File: src/rtl/seg_scan_ctrl.sv
// -----------------------------------------------------------------------------
// seg_scan_ctrl
//   Time-multiplexed scan controller for a common-anode/cathode 7-segment
//   display of NUM_DIGITS digits. Each digit gets a slot of SCAN_DIV clocks.
//   Within a slot the anode is lit for a brightness-controlled window that
//   always skips slot cycle 0, which acts as a ghosting guard. Digit content
//   comes from shadow registers loaded by a one-cycle strobe. Optional
//   leading-zero suppression blanks zero digits above the first significant
//   digit.
//
// Ports
//   clk          in   system clock
//   reset_n      in   asynchronous active-low reset
//   load         in   strobe: capture hex/dp/blank into shadow registers
//   hex          in   4*NUM_DIGITS nibbles, digit 0 = bits [3:0]
//   dp           in   NUM_DIGITS decimal-point requests (1 = lit)
//   blank        in   NUM_DIGITS blank requests (1 = dark)
//   lz_suppress  in   live leading-zero suppression enable
//   brightness   in   live duty level 0..15
//   an           out  digit enables (polarity by AN_ACTIVE_LOW)
//   seg          out  segments bit0=a .. bit6=g (polarity by SEG_ACTIVE_LOW)
//   dp_out       out  decimal point (polarity by SEG_ACTIVE_LOW)
// -----------------------------------------------------------------------------
module seg_scan_ctrl #(
    parameter int NUM_DIGITS     = 4,
    parameter int SCAN_DIV       = 256,
    parameter int AN_ACTIVE_LOW  = 1,
    parameter int SEG_ACTIVE_LOW = 1
) (
    input  logic                    clk,
    input  logic                    reset_n,
    input  logic                    load,
    input  logic [4*NUM_DIGITS-1:0] hex,
    input  logic [NUM_DIGITS-1:0]   dp,
    input  logic [NUM_DIGITS-1:0]   blank,
    input  logic                    lz_suppress,
    input  logic [3:0]              brightness,
    output logic [NUM_DIGITS-1:0]   an,
    output logic [6:0]              seg,
    output logic                    dp_out
);

    localparam int SW = $clog2(SCAN_DIV);
    localparam int DW = (NUM_DIGITS > 1) ? $clog2(NUM_DIGITS) : 1;

    localparam logic [DW-1:0]         LAST_DIGIT = DW'(NUM_DIGITS - 1);
    // Idle (off) levels of each output, folded in by XOR with the active-high value.
    localparam logic [NUM_DIGITS-1:0] AN_OFF     = (AN_ACTIVE_LOW != 0) ? {NUM_DIGITS{1'b1}} : '0;
    localparam logic [6:0]            SEG_OFF    = (SEG_ACTIVE_LOW != 0) ? 7'h7F : 7'h00;
    localparam logic                  DP_OFF     = (SEG_ACTIVE_LOW != 0);

    // Active-high segment pattern, bit order g..a.
    function automatic logic [6:0] hex_to_seg(input logic [3:0] h);
        logic [6:0] s;
        case (h)
            4'h0: s = 7'b0111111;
            4'h1: s = 7'b0000110;
            4'h2: s = 7'b1011011;
            4'h3: s = 7'b1001111;
            4'h4: s = 7'b1100110;
            4'h5: s = 7'b1101101;
            4'h6: s = 7'b1111101;
            4'h7: s = 7'b0000111;
            4'h8: s = 7'b1111111;
            4'h9: s = 7'b1101111;
            4'hA: s = 7'b1110111;
            4'hB: s = 7'b1111100;
            4'hC: s = 7'b0111001;
            4'hD: s = 7'b1011110;
            4'hE: s = 7'b1111001;
            default: s = 7'b1110001;
        endcase
        return s;
    endfunction

    logic [SW-1:0]           slot_q, slot_d;
    logic [DW-1:0]           digit_q, digit_d;
    logic [4*NUM_DIGITS-1:0] hex_q;
    logic [NUM_DIGITS-1:0]   dp_q;
    logic [NUM_DIGITS-1:0]   blank_q;
    logic [NUM_DIGITS-1:0]   an_q, an_d;
    logic [6:0]              seg_q, seg_d;
    logic                    dpo_q, dpo_d;

    logic [NUM_DIGITS-1:0]   lz_dark;
    logic [NUM_DIGITS-1:0]   onehot;
    logic [3:0]              cur_nib;
    logic                    zero_run;
    logic                    lit;

    // Slot counter wraps naturally (SCAN_DIV is a power of two); the digit
    // index steps on the last cycle of each slot.
    always_comb begin
        slot_d  = slot_q + SW'(1);
        digit_d = digit_q;
        if (slot_q == '1) begin
            digit_d = (digit_q == LAST_DIGIT) ? '0 : digit_q + DW'(1);
        end
    end

    always_comb begin
        // Walk down from the most significant digit; a digit is a leading
        // zero while every nibble at or above it is zero with no dp set.
        lz_dark  = '0;
        zero_run = 1'b1;
        for (int k = NUM_DIGITS - 1; k >= 1; k--) begin
            zero_run   = zero_run & (hex_q[4*k +: 4] == 4'h0) & ~dp_q[k];
            lz_dark[k] = zero_run;
        end

        cur_nib = hex_q[{digit_q, 2'b00} +: 4];
        onehot  = '0;
        onehot[digit_q] = 1'b1;

        lit = (slot_q != '0)
           && (slot_q[SW-1 -: 4] <= brightness)
           && !blank_q[digit_q]
           && !(lz_suppress && lz_dark[digit_q]);

        an_d  = AN_OFF;
        seg_d = SEG_OFF;
        dpo_d = DP_OFF;
        if (lit) begin
            an_d  = onehot ^ AN_OFF;
            seg_d = hex_to_seg(cur_nib) ^ SEG_OFF;
            dpo_d = dp_q[digit_q] ^ DP_OFF;
        end
    end

    always_ff @(posedge clk or negedge reset_n) begin
        if (!reset_n) begin
            slot_q  <= '0;
            digit_q <= '0;
            hex_q   <= '0;
            dp_q    <= '0;
            blank_q <= '1;
            an_q    <= AN_OFF;
            seg_q   <= SEG_OFF;
            dpo_q   <= DP_OFF;
        end else begin
            slot_q  <= slot_d;
            digit_q <= digit_d;
            if (load) begin
                hex_q   <= hex;
                dp_q    <= dp;
                blank_q <= blank;
            end
            an_q  <= an_d;
            seg_q <= seg_d;
            dpo_q <= dpo_d;
        end
    end

    assign an     = an_q;
    assign seg    = seg_q;
    assign dp_out = dpo_q;

endmodule

File: config.mk
export PLATFORM = sky130hd
export DESIGN_NAME = seg_scan_ctrl
export DESIGN_NICKNAME = d
export VERILOG_FILES = /design/src/rtl/seg_scan_ctrl.sv
export SDC_FILE = /design/constraint.sdc
export NUM_CORES = 1
export LEC_CHECK = 0
export ABC_AREA = 1
export BUFFER_PORTS_ARGS = -buffer_cell sky130_fd_sc_hd__buf_2
export CAP_MARGIN = 0
export CORE_ASPECT_RATIO = 2
export CORE_MARGIN = 1.5
export CORE_UTILIZATION = 54
export DETAILED_ROUTE_END_ITERATION = 16
export PLACE_DENSITY = 0.77
export SYNTH_ARGS = -nofsm -noshare
export SYNTH_HDL_FRONTEND = slang
export SYNTH_SLANG_ARGS = --single-unit
File: constraint.sdc
create_clock -name clk -period 1.75 [get_ports clk]
set_input_delay 0 -clock clk [delete_from_list [all_inputs] [get_ports clk]]
set_output_delay 0 -clock clk [all_outputs]
set_load 0.02 [all_outputs]
==> impl_metrics.xml, run 1 <==
<?xml version="1.0" encoding="UTF-8"?>
<metrics>
  <group name="layout">
    <metric name="antenna-diode-count" unit="">0</metric>
    <metric name="final_cell_area_excluding_filler_cells" unit="µm²">3160</metric>
    <metric name="layout_commonest_cell" unit="">sky130_fd_sc_hd__nand2_1</metric>
    <metric name="final_layout_size_suffix_gt1_share" unit="%">33.7</metric>
    <metric name="final_net_count" unit="">396</metric>
    <metric name="mostFrequentLayoutCells" unit="">65 x sky130_fd_sc_hd__nand2_1, 43 x sky130_fd_sc_hd__buf_2, 29 x sky130_fd_sc_hd__inv_1, 29 x sky130_fd_sc_hd__dfrtp_1</metric>
    <metric name="flow.area_growth_from_synthesis" unit="%">26.9</metric>
  </group>
  <group name="timing">
    <metric name="final.hold.worst_slack" unit="ns">0.184</metric>
    <metric name="fmaxAchievable" unit="MHz">642</metric>
    <metric name="timing.final.crit_period" unit="ns">1.56</metric>
    <metric name="final.setup_skew" unit="ns">0.00716</metric>
    <metric name="post-route-period-util" unit="%">89.0</metric>
    <metric name="tightest_slew_margin_relative_to_the_limit" unit="%">61.6</metric>
    <metric name="max_slew.worst_pin.slew" unit="ns">0.576</metric>
    <metric name="final_setup_slack_of_the_worst_path" unit="ns">0.193</metric>
    <metric name="grt_setup_unrepaired" unit="">no</metric>
    <metric name="finalMaxSlewViolations" unit="">0</metric>
    <metric name="setup_viol_count_final" unit="">0</metric>
    <metric name="final_hold_viol_count" unit="">0</metric>
    <metric name="setup_tns" unit="ns">0</metric>
  </group>
  <group name="yosys">
    <metric name="syn-cell-area" unit="µm²">2490</metric>
    <metric name="syn_area_per_cell" unit="µm²">9.09</metric>
    <metric name="synth_sequential_area_ratio" unit="%">47.0</metric>
    <metric name="synth.distinct_cells" unit="">27</metric>
    <metric name="postSynthRegisterBits" unit="">46</metric>
    <metric name="synth_warnings" unit="">0</metric>
    <metric name="mappedNetlistNets" unit="">321</metric>
    <metric name="syn_inst" unit="">274</metric>
  </group>
  <group name="clock_tree">
    <metric name="tritoncts.num_buffers" unit="">5</metric>
    <metric name="root_buffer" unit="">sky130_fd_sc_hd__clkbuf_8</metric>
    <metric name="clk_pin_slew_worst_paths" unit="ns">0.09</metric>
    <metric name="tritoncts_num_sinks" unit="">46</metric>
    <metric name="cts-htree-levels" unit="">2</metric>
    <metric name="worstSkewPairLatency" unit="ns">0.30</metric>
    <metric name="tritoncts" unit="">yes</metric>
    <metric name="clk_path_buf_depth" unit="">2</metric>
  </group>
  <group name="detailed_routing">
    <metric name="first_iter_violations" unit="">25</metric>
    <metric name="final_antenna_net_count" unit="">0</metric>
    <metric name="vias_per_cell" unit="">4.93</metric>
    <metric name="num_vias" unit="">1992</metric>
    <metric name="post_drt_wl_per_cell" unit="µm">12.3</metric>
    <metric name="drtPass1Iterations" unit="">4</metric>
    <metric name="drt-total-wl" unit="mm">4.95</metric>
    <metric name="drt_drc_violations_left" unit="">0</metric>
  </group>
  <group name="critical_path">
    <metric name="setup.worst_path.end_class" unit="">flip-flop</metric>
    <metric name="arrival_time_of_data_at_the_critical_path_endpoint" unit="ns">1.79</metric>
    <metric name="timing.critical_path.mode_cell" unit="">sky130_fd_sc_hd__nand2_1</metric>
    <metric name="cpPeakStageDelay" unit="ns">0.40</metric>
    <metric name="worst_path_max_delay_cell" unit="">sky130_fd_sc_hd__dfrtp_1</metric>
    <metric name="cp_data_required_time" unit="ns">1.98</metric>
    <metric name="timing_worst_setup_path_type" unit="">reg -&gt; reg</metric>
    <metric name="start_kind" unit="">flip-flop</metric>
    <metric name="cp_max_fo" unit="">11</metric>
    <metric name="cp_top_family" unit="">simple AND/OR/NAND/NOR gates</metric>
    <metric name="timing.critical_path.buf_inv" unit="">2</metric>
    <metric name="crit_path_cells" unit="">buf_4, nand2_1, nand3_1, nand2_2, inv_1, ha_1, nand3_1, nand2_1, nand2_1, nand3_2</metric>
  </group>
  <group name="floorplan">
    <metric name="num_rows" unit="">34</metric>
    <metric name="design.die.area" unit="µm²">5050</metric>
    <metric name="top_level_ports" unit="">44</metric>
    <metric name="initial_utilization" unit="%">56.9</metric>
    <metric name="chipWidth" unit="µm">51.0</metric>
    <metric name="die_height" unit="µm">99.1</metric>
    <metric name="placeableCoreArea" unit="µm²">4380</metric>
  </group>
  <group name="pwr">
    <metric name="power.static_leakage" unit="nW">1.58</metric>
    <metric name="sequentialPowerShare" unit="%">49.5</metric>
    <metric name="net-switching-power" unit="mW">0.647</metric>
    <metric name="p_sw_share" unit="%">26.4</metric>
    <metric name="combinational_share_of_power" unit="%">18.8</metric>
    <metric name="p_int" unit="mW">1.80</metric>
    <metric name="pwr-share-clk" unit="%">31.7</metric>
    <metric name="p_per_area" unit="nW/µm²">774</metric>
    <metric name="post-layout-total-power" unit="mW">2.45</metric>
    <metric name="peakVddDrop" unit="mV">0.815</metric>
  </group>
  <group name="global_route">
    <metric name="grt_overflow_total" unit="">0</metric>
    <metric name="grt_first_pass_wirelength" unit="mm">8.85</metric>
    <metric name="grt_max_degree" unit="">37</metric>
    <metric name="grt_pass1_vias" unit="">2074</metric>
    <metric name="antenna_found_initial" unit="">0</metric>
    <metric name="global_route.usage.total" unit="%">23.0</metric>
  </group>
  <group name="placement">
    <metric name="io_buffers" unit="">43</metric>
    <metric name="placed_cell_area" unit="µm²">2800</metric>
    <metric name="post-place-ws" unit="ns">0.168</metric>
    <metric name="final_replace_weighted_congestion" unit="">0.903</metric>
    <metric name="place_hpwl" unit="mm">3.76</metric>
  </group>
  <group name="job">
    <metric name="drv.max_cap_violation_count" unit="">0</metric>
  </group>
  <group name="min_path">
    <metric name="hold_path.class" unit="">in -&gt; reg</metric>
  </group>
  <group name="run_status">
    <metric name="status" unit="">finished clean</metric>
  </group>
</metrics>
-- final timing paths --
check                           start          to  slack (ns)  cells after the start
min reg2reg                 slot_q[0]   slot_q[0]        0.48                      1
max in group asynchronous     reset_n  blank_q[0]        0.98                      3
max                        digit_q[0]      seg[3]        0.19                     10
min                              load  blank_q[3]        0.18                      3
max reg2reg                digit_q[0]      seg[3]        0.19                     10
min in group asynchronous     reset_n   slot_q[6]        0.19                      2
-- tightest hold or removal path, delay by kind of cell --
family | cells | cell delay, ns
buf+inv | 1 | 0.29
simple gates | 1 | 0.11
compound gates | 1 | 0.07
-- cell families (layout without fill, tap and decap cells) --
family,Yosys count,count (layout),share of synthesized area [%]
compound gates,18,18,3.62
mux,12,12,5.42
fa+ha+maj,15,15,7.53
simple gates,135,135,26.4
xor+xnor,6,6,2.11
buf+inv,42,118,7.89
flops,46,46,47.0
-- metrics by stage --
stage / std cells / util, %
5_1_grt: 404 / 72.2
4_1_cts: 404 / 72.1
2_1_floorplan: 274 / -
6_report: 404 / 72.2
3_5_place_dp: 371 / 63.9
3_3_place_gp: 371 / 63.9
-- Yosys cell counts --
cell,instances,area [µm²]
sky130_fd_sc_hd__nor3_2,1,10.0
sky130_fd_sc_hd__clkinv_4,1,8.76
sky130_fd_sc_hd__buf_4,1,7.51
sky130_fd_sc_hd__xor2_1,5,43.8
sky130_fd_sc_hd__buf_2,2,10.0
sky130_fd_sc_hd__nand2_1,65,244
sky130_fd_sc_hd__nand2_2,12,75.1
sky130_fd_sc_hd__nor2_4,1,11.3
sky130_fd_sc_hd__dfrtp_1,30,751
sky130_fd_sc_hd__dfstp_2,16,420
sky130_fd_sc_hd__buf_6,3,33.8
sky130_fd_sc_hd__ha_1,15,188
sky130_fd_sc_hd__nand3_2,9,90.1
sky130_fd_sc_hd__clkbuf_1,1,3.75
sky130_fd_sc_hd__nor2_2,1,6.26
sky130_fd_sc_hd__inv_1,29,109
sky130_fd_sc_hd__o21ai_0,14,70.1
sky130_fd_sc_hd__nand4_1,1,6.26
sky130_fd_sc_hd__inv_4,2,12.5
sky130_fd_sc_hd__xnor2_1,1,8.76
sky130_fd_sc_hd__mux2_2,12,135
sky130_fd_sc_hd__buf_1,1,3.75
sky130_fd_sc_hd__a21oi_1,4,20.0
sky130_fd_sc_hd__nand2_4,2,22.5
sky130_fd_sc_hd__nand3_1,25,125
sky130_fd_sc_hd__nor2_1,18,67.6
sky130_fd_sc_hd__inv_2,2,7.51
-- timing repair --
action                     4_1_cts  5_1_grt
setup endpoints to repair        0        4
hold endpoints to repair        32        0
resized for setup                0        1
hold buffers                    25        0
buffers inserted                 0        0
-- power groups by stage --
stage	Combinational [mW]	Clock (mW)	Sequential [mW]
after global placement	0.409	0	1.23
after global routing	0.521	0.838	1.22
after CTS	0.463	0.795	1.21
after floorplan	0.235	0	1.26
after detailed placement	0.419	0	1.23
final	0.460	0.776	1.21
-- metal layers --
metal	wire length (µm)	global-route usage [%]
met1	1770	24.5
met3	180	3.03
met5	0	0
met2	2750	41.0
met4	255	14.1
-- final cells by class --
cell class,count,area (µm²)
Clock inverter,2,37.5
Timing Repair Buffer,76,551
Multi-Input combinational cell,186,1120
Sequential cell,46,1170
Tap cell,54,67.6
Inverter,34,138
Clock buffer,6,72.6
Fill cell,344,1220
-- registers in the layout, indices dropped and copies added (netlist names) --
signal / cells
an: 4
dp_out: 1
slot_q: 8
dp_q: 4
seg: 7
hex_q: 16
digit_q: 2
blank_q: 4
No activity file was read; power rests on OpenSTA's default activity.
==> run 2: changes to the inputs <==
--- a/config.mk
+++ b/config.mk
@@ -12,7 +12,9 @@
 export CORE_MARGIN = 1.5
 export CORE_UTILIZATION = 54
 export DETAILED_ROUTE_END_ITERATION = 16
+export GPL_TIMING_DRIVEN = 0
 export PLACE_DENSITY = 0.77
+export SKIP_CTS_REPAIR_TIMING = 1
 export SYNTH_ARGS = -nofsm -noshare
 export SYNTH_HDL_FRONTEND = slang
 export SYNTH_SLANG_ARGS = --single-unit
==> run 2 against run 1 <==
  * Design area barely moved
  * Sequential power barely moved
  * Combinational power barely moved
  * Count of clock-buffer cells in the layout rose by 1
  * Non-clock buffer count rose by 1
  * Die area did not move
  * Utilization rose by 0.057 points
  * Worst hold slack got worse by 0.082 ns
  * Largest power group unchanged
  * First-iteration DRC count fell by 16%
  * Clock power fell by 15%
  * Flip-flop and latch count did not move
==> impl_metrics.xml, run 2 (synthesis results as in run 1) <==
<?xml version="1.0" encoding="UTF-8"?>
<metrics>
  <group name="timing">
    <metric name="max_slew.worst_pin.slew" unit="ns">0.966</metric>
    <metric name="timing.final.crit_period" unit="ns">1.64</metric>
    <metric name="tightest_slew_margin_relative_to_the_limit" unit="%">35.6</metric>
    <metric name="setup_tns" unit="ns">0</metric>
    <metric name="post-route-period-util" unit="%">93.5</metric>
    <metric name="final_setup_slack_of_the_worst_path" unit="ns">0.113</metric>
    <metric name="final.hold.worst_slack" unit="ns">0.102</metric>
    <metric name="setup_viol_count_final" unit="">0</metric>
    <metric name="finalMaxSlewViolations" unit="">0</metric>
    <metric name="final.setup_skew" unit="ns">0.00511</metric>
    <metric name="fmaxAchievable" unit="MHz">611</metric>
    <metric name="final_hold_viol_count" unit="">0</metric>
  </group>
  <group name="min_path">
    <metric name="hold_path.class" unit="">in -&gt; reg</metric>
    <metric name="hold_path.startpoint" unit="">load</metric>
  </group>
  <group name="critical_path">
    <metric name="setup.worst_path.start" unit="">digit_q[0]</metric>
    <metric name="cp_data_required_time" unit="ns">1.99</metric>
    <metric name="cp_max_fo" unit="">11</metric>
    <metric name="timing.rr.end" unit="">seg[3]</metric>
    <metric name="timing_worst_setup_path_type" unit="">reg -&gt; reg</metric>
    <metric name="r2r_cells" unit="">9</metric>
    <metric name="regToRegStartpoint" unit="">digit_q[0]</metric>
    <metric name="reg2reg_slack" unit="ns">0.11</metric>
    <metric name="cp-endpoint" unit="">seg[3]</metric>
    <metric name="arrival_time_of_data_at_the_critical_path_endpoint" unit="ns">1.88</metric>
    <metric name="setup.worst_path.end_class" unit="">flip-flop</metric>
    <metric name="start_kind" unit="">flip-flop</metric>
  </group>
  <group name="detailed_routing">
    <metric name="drtPass1Iterations" unit="">4</metric>
    <metric name="final_antenna_net_count" unit="">0</metric>
    <metric name="drt_drc_violations_left" unit="">0</metric>
    <metric name="post_drt_wl_per_cell" unit="µm">12.8</metric>
    <metric name="first_iter_violations" unit="">21</metric>
    <metric name="drt-total-wl" unit="mm">5.18</metric>
    <metric name="vias_per_cell" unit="">5.01</metric>
    <metric name="num_vias" unit="">2028</metric>
  </group>
  <group name="layout">
    <metric name="max_flop_register" unit="">hex_q</metric>
    <metric name="layout_commonest_cell" unit="">sky130_fd_sc_hd__nand2_1</metric>
    <metric name="final_layout_size_suffix_gt1_share" unit="%">35.0</metric>
    <metric name="final_net_count" unit="">397</metric>
    <metric name="fillers" unit="">330</metric>
    <metric name="antenna-diode-count" unit="">0</metric>
    <metric name="ff_latch_area" unit="µm²">1170</metric>
    <metric name="multiInputGateArea" unit="µm²">1160</metric>
    <metric name="mostFrequentLayoutCells" unit="">65 x sky130_fd_sc_hd__nand2_1, 44 x sky130_fd_sc_hd__buf_2, 29 x sky130_fd_sc_hd__dfrtp_1</metric>
    <metric name="flow.area_growth_from_synthesis" unit="%">27.0</metric>
    <metric name="largest_reg_flops" unit="">16</metric>
  </group>
  <group name="global_route">
    <metric name="grt_pass1_vias" unit="">1933</metric>
    <metric name="grt_overflow_total" unit="">0</metric>
    <metric name="antenna_found_initial" unit="">0</metric>
    <metric name="grt_first_pass_wirelength" unit="mm">8.02</metric>
    <metric name="grt_max_degree" unit="">47</metric>
    <metric name="global_route.usage.total" unit="%">20.9</metric>
  </group>
  <group name="clock_tree">
    <metric name="root_buffer" unit="">sky130_fd_sc_hd__clkbuf_8</metric>
    <metric name="tritoncts" unit="">yes</metric>
    <metric name="clk_path_buf_depth" unit="">2</metric>
    <metric name="tritoncts.num_buffers" unit="">5</metric>
    <metric name="clk_pin_slew_worst_paths" unit="ns">0.08</metric>
    <metric name="tritoncts_num_sinks" unit="">46</metric>
    <metric name="cts-htree-levels" unit="">2</metric>
    <metric name="worstSkewPairLatency" unit="ns">0.29</metric>
  </group>
  <group name="floorplan">
    <metric name="chipWidth" unit="µm">51.0</metric>
    <metric name="initial_utilization" unit="%">56.9</metric>
    <metric name="design.die.area" unit="µm²">5050</metric>
    <metric name="placeableCoreArea" unit="µm²">4380</metric>
    <metric name="num_rows" unit="">34</metric>
    <metric name="top_level_ports" unit="">44</metric>
    <metric name="die_height" unit="µm">99.1</metric>
  </group>
  <group name="run_status">
    <metric name="status" unit="">finished clean</metric>
  </group>
  <group name="placement">
    <metric name="io_buffers" unit="">42</metric>
    <metric name="place_hpwl" unit="mm">3.65</metric>
    <metric name="post-place-ws" unit="ns">-0.0639</metric>
    <metric name="final_replace_weighted_congestion" unit="">0.918</metric>
  </group>
  <group name="pwr">
    <metric name="peakVddDrop" unit="mV">0.549</metric>
    <metric name="power.static_leakage" unit="nW">1.57</metric>
    <metric name="p_per_area" unit="nW/µm²">737</metric>
  </group>
  <group name="job">
    <metric name="drv.max_cap_violation_count" unit="">0</metric>
  </group>
</metrics>
## run 2: layout make-up
type,instances,share of cell area (%)
Timing Repair Buffer,69,15.0
Sequential cell,46,37.1
Clock inverter,1,0.158
Inverter,34,4.51
Tap cell,54,2.14
Clock buffer,7,2.73
Buffer,8,1.86
Multi-Input combinational cell,186,36.5
## run 2: critical path, cell delays in order (launching register included)
cell,delay [ns]
sky130_fd_sc_hd__dfrtp_2,0.47
sky130_fd_sc_hd__inv_4,0.11
sky130_fd_sc_hd__buf_6,0.15
sky130_fd_sc_hd__nand2_1,0.06
sky130_fd_sc_hd__nand3_1,0.09
sky130_fd_sc_hd__nand2_2,0.13
sky130_fd_sc_hd__ha_1,0.33
sky130_fd_sc_hd__nand2_1,0.08
sky130_fd_sc_hd__nand3_1,0.08
sky130_fd_sc_hd__nand3_2,0.08
## run 2: metal layers
metal / wire length (µm) / global-route usage, % / vias up / part of all wire, %
li1: - / - / 1014 / -
met1: 1850 / 22.0 / 947 / 36
met2: 3040 / 38.2 / 56 / 59
met3: 168 / 3.18 / 11 / 3.2
met4: 123 / 10.8 / 0 / 2.4
met5: 0 / 0 / - / 0
## run 2: per-stage QoR
stage | util [%] | power (mW) | cells | cell area [µm²]
after floorplan | - | 1.50 | 274 | 2490
after global placement | 63.2 | 1.62 | 370 | 2770
after detailed placement | 63.2 | 1.63 | 370 | 2770
after CTS | 65.3 | 2.29 | 378 | 2860
after global routing | 72.2 | 2.45 | 405 | 3160
final | 72.2 | 2.33 | 405 | 3160
## run 2: report_power, final
group | internal, mW | switching, mW
registers | 1.17 | 0.0362
logic | 0.198 | 0.265
clock network | 0.319 | 0.343
## run 2: worst min path at each step
stage,cells past startpoint,slack [ns],end
4_1_cts,1,-0.11,slot_q[3]
3_5_place_dp,1,0.22,slot_q[5]
2_1_floorplan,0,-0.30,digit_q[0]
5_1_grt,2,0.14,hex_q[0]
6_report,2,0.10,hex_q[2]
3_3_place_gp,1,0.21,slot_q[5]
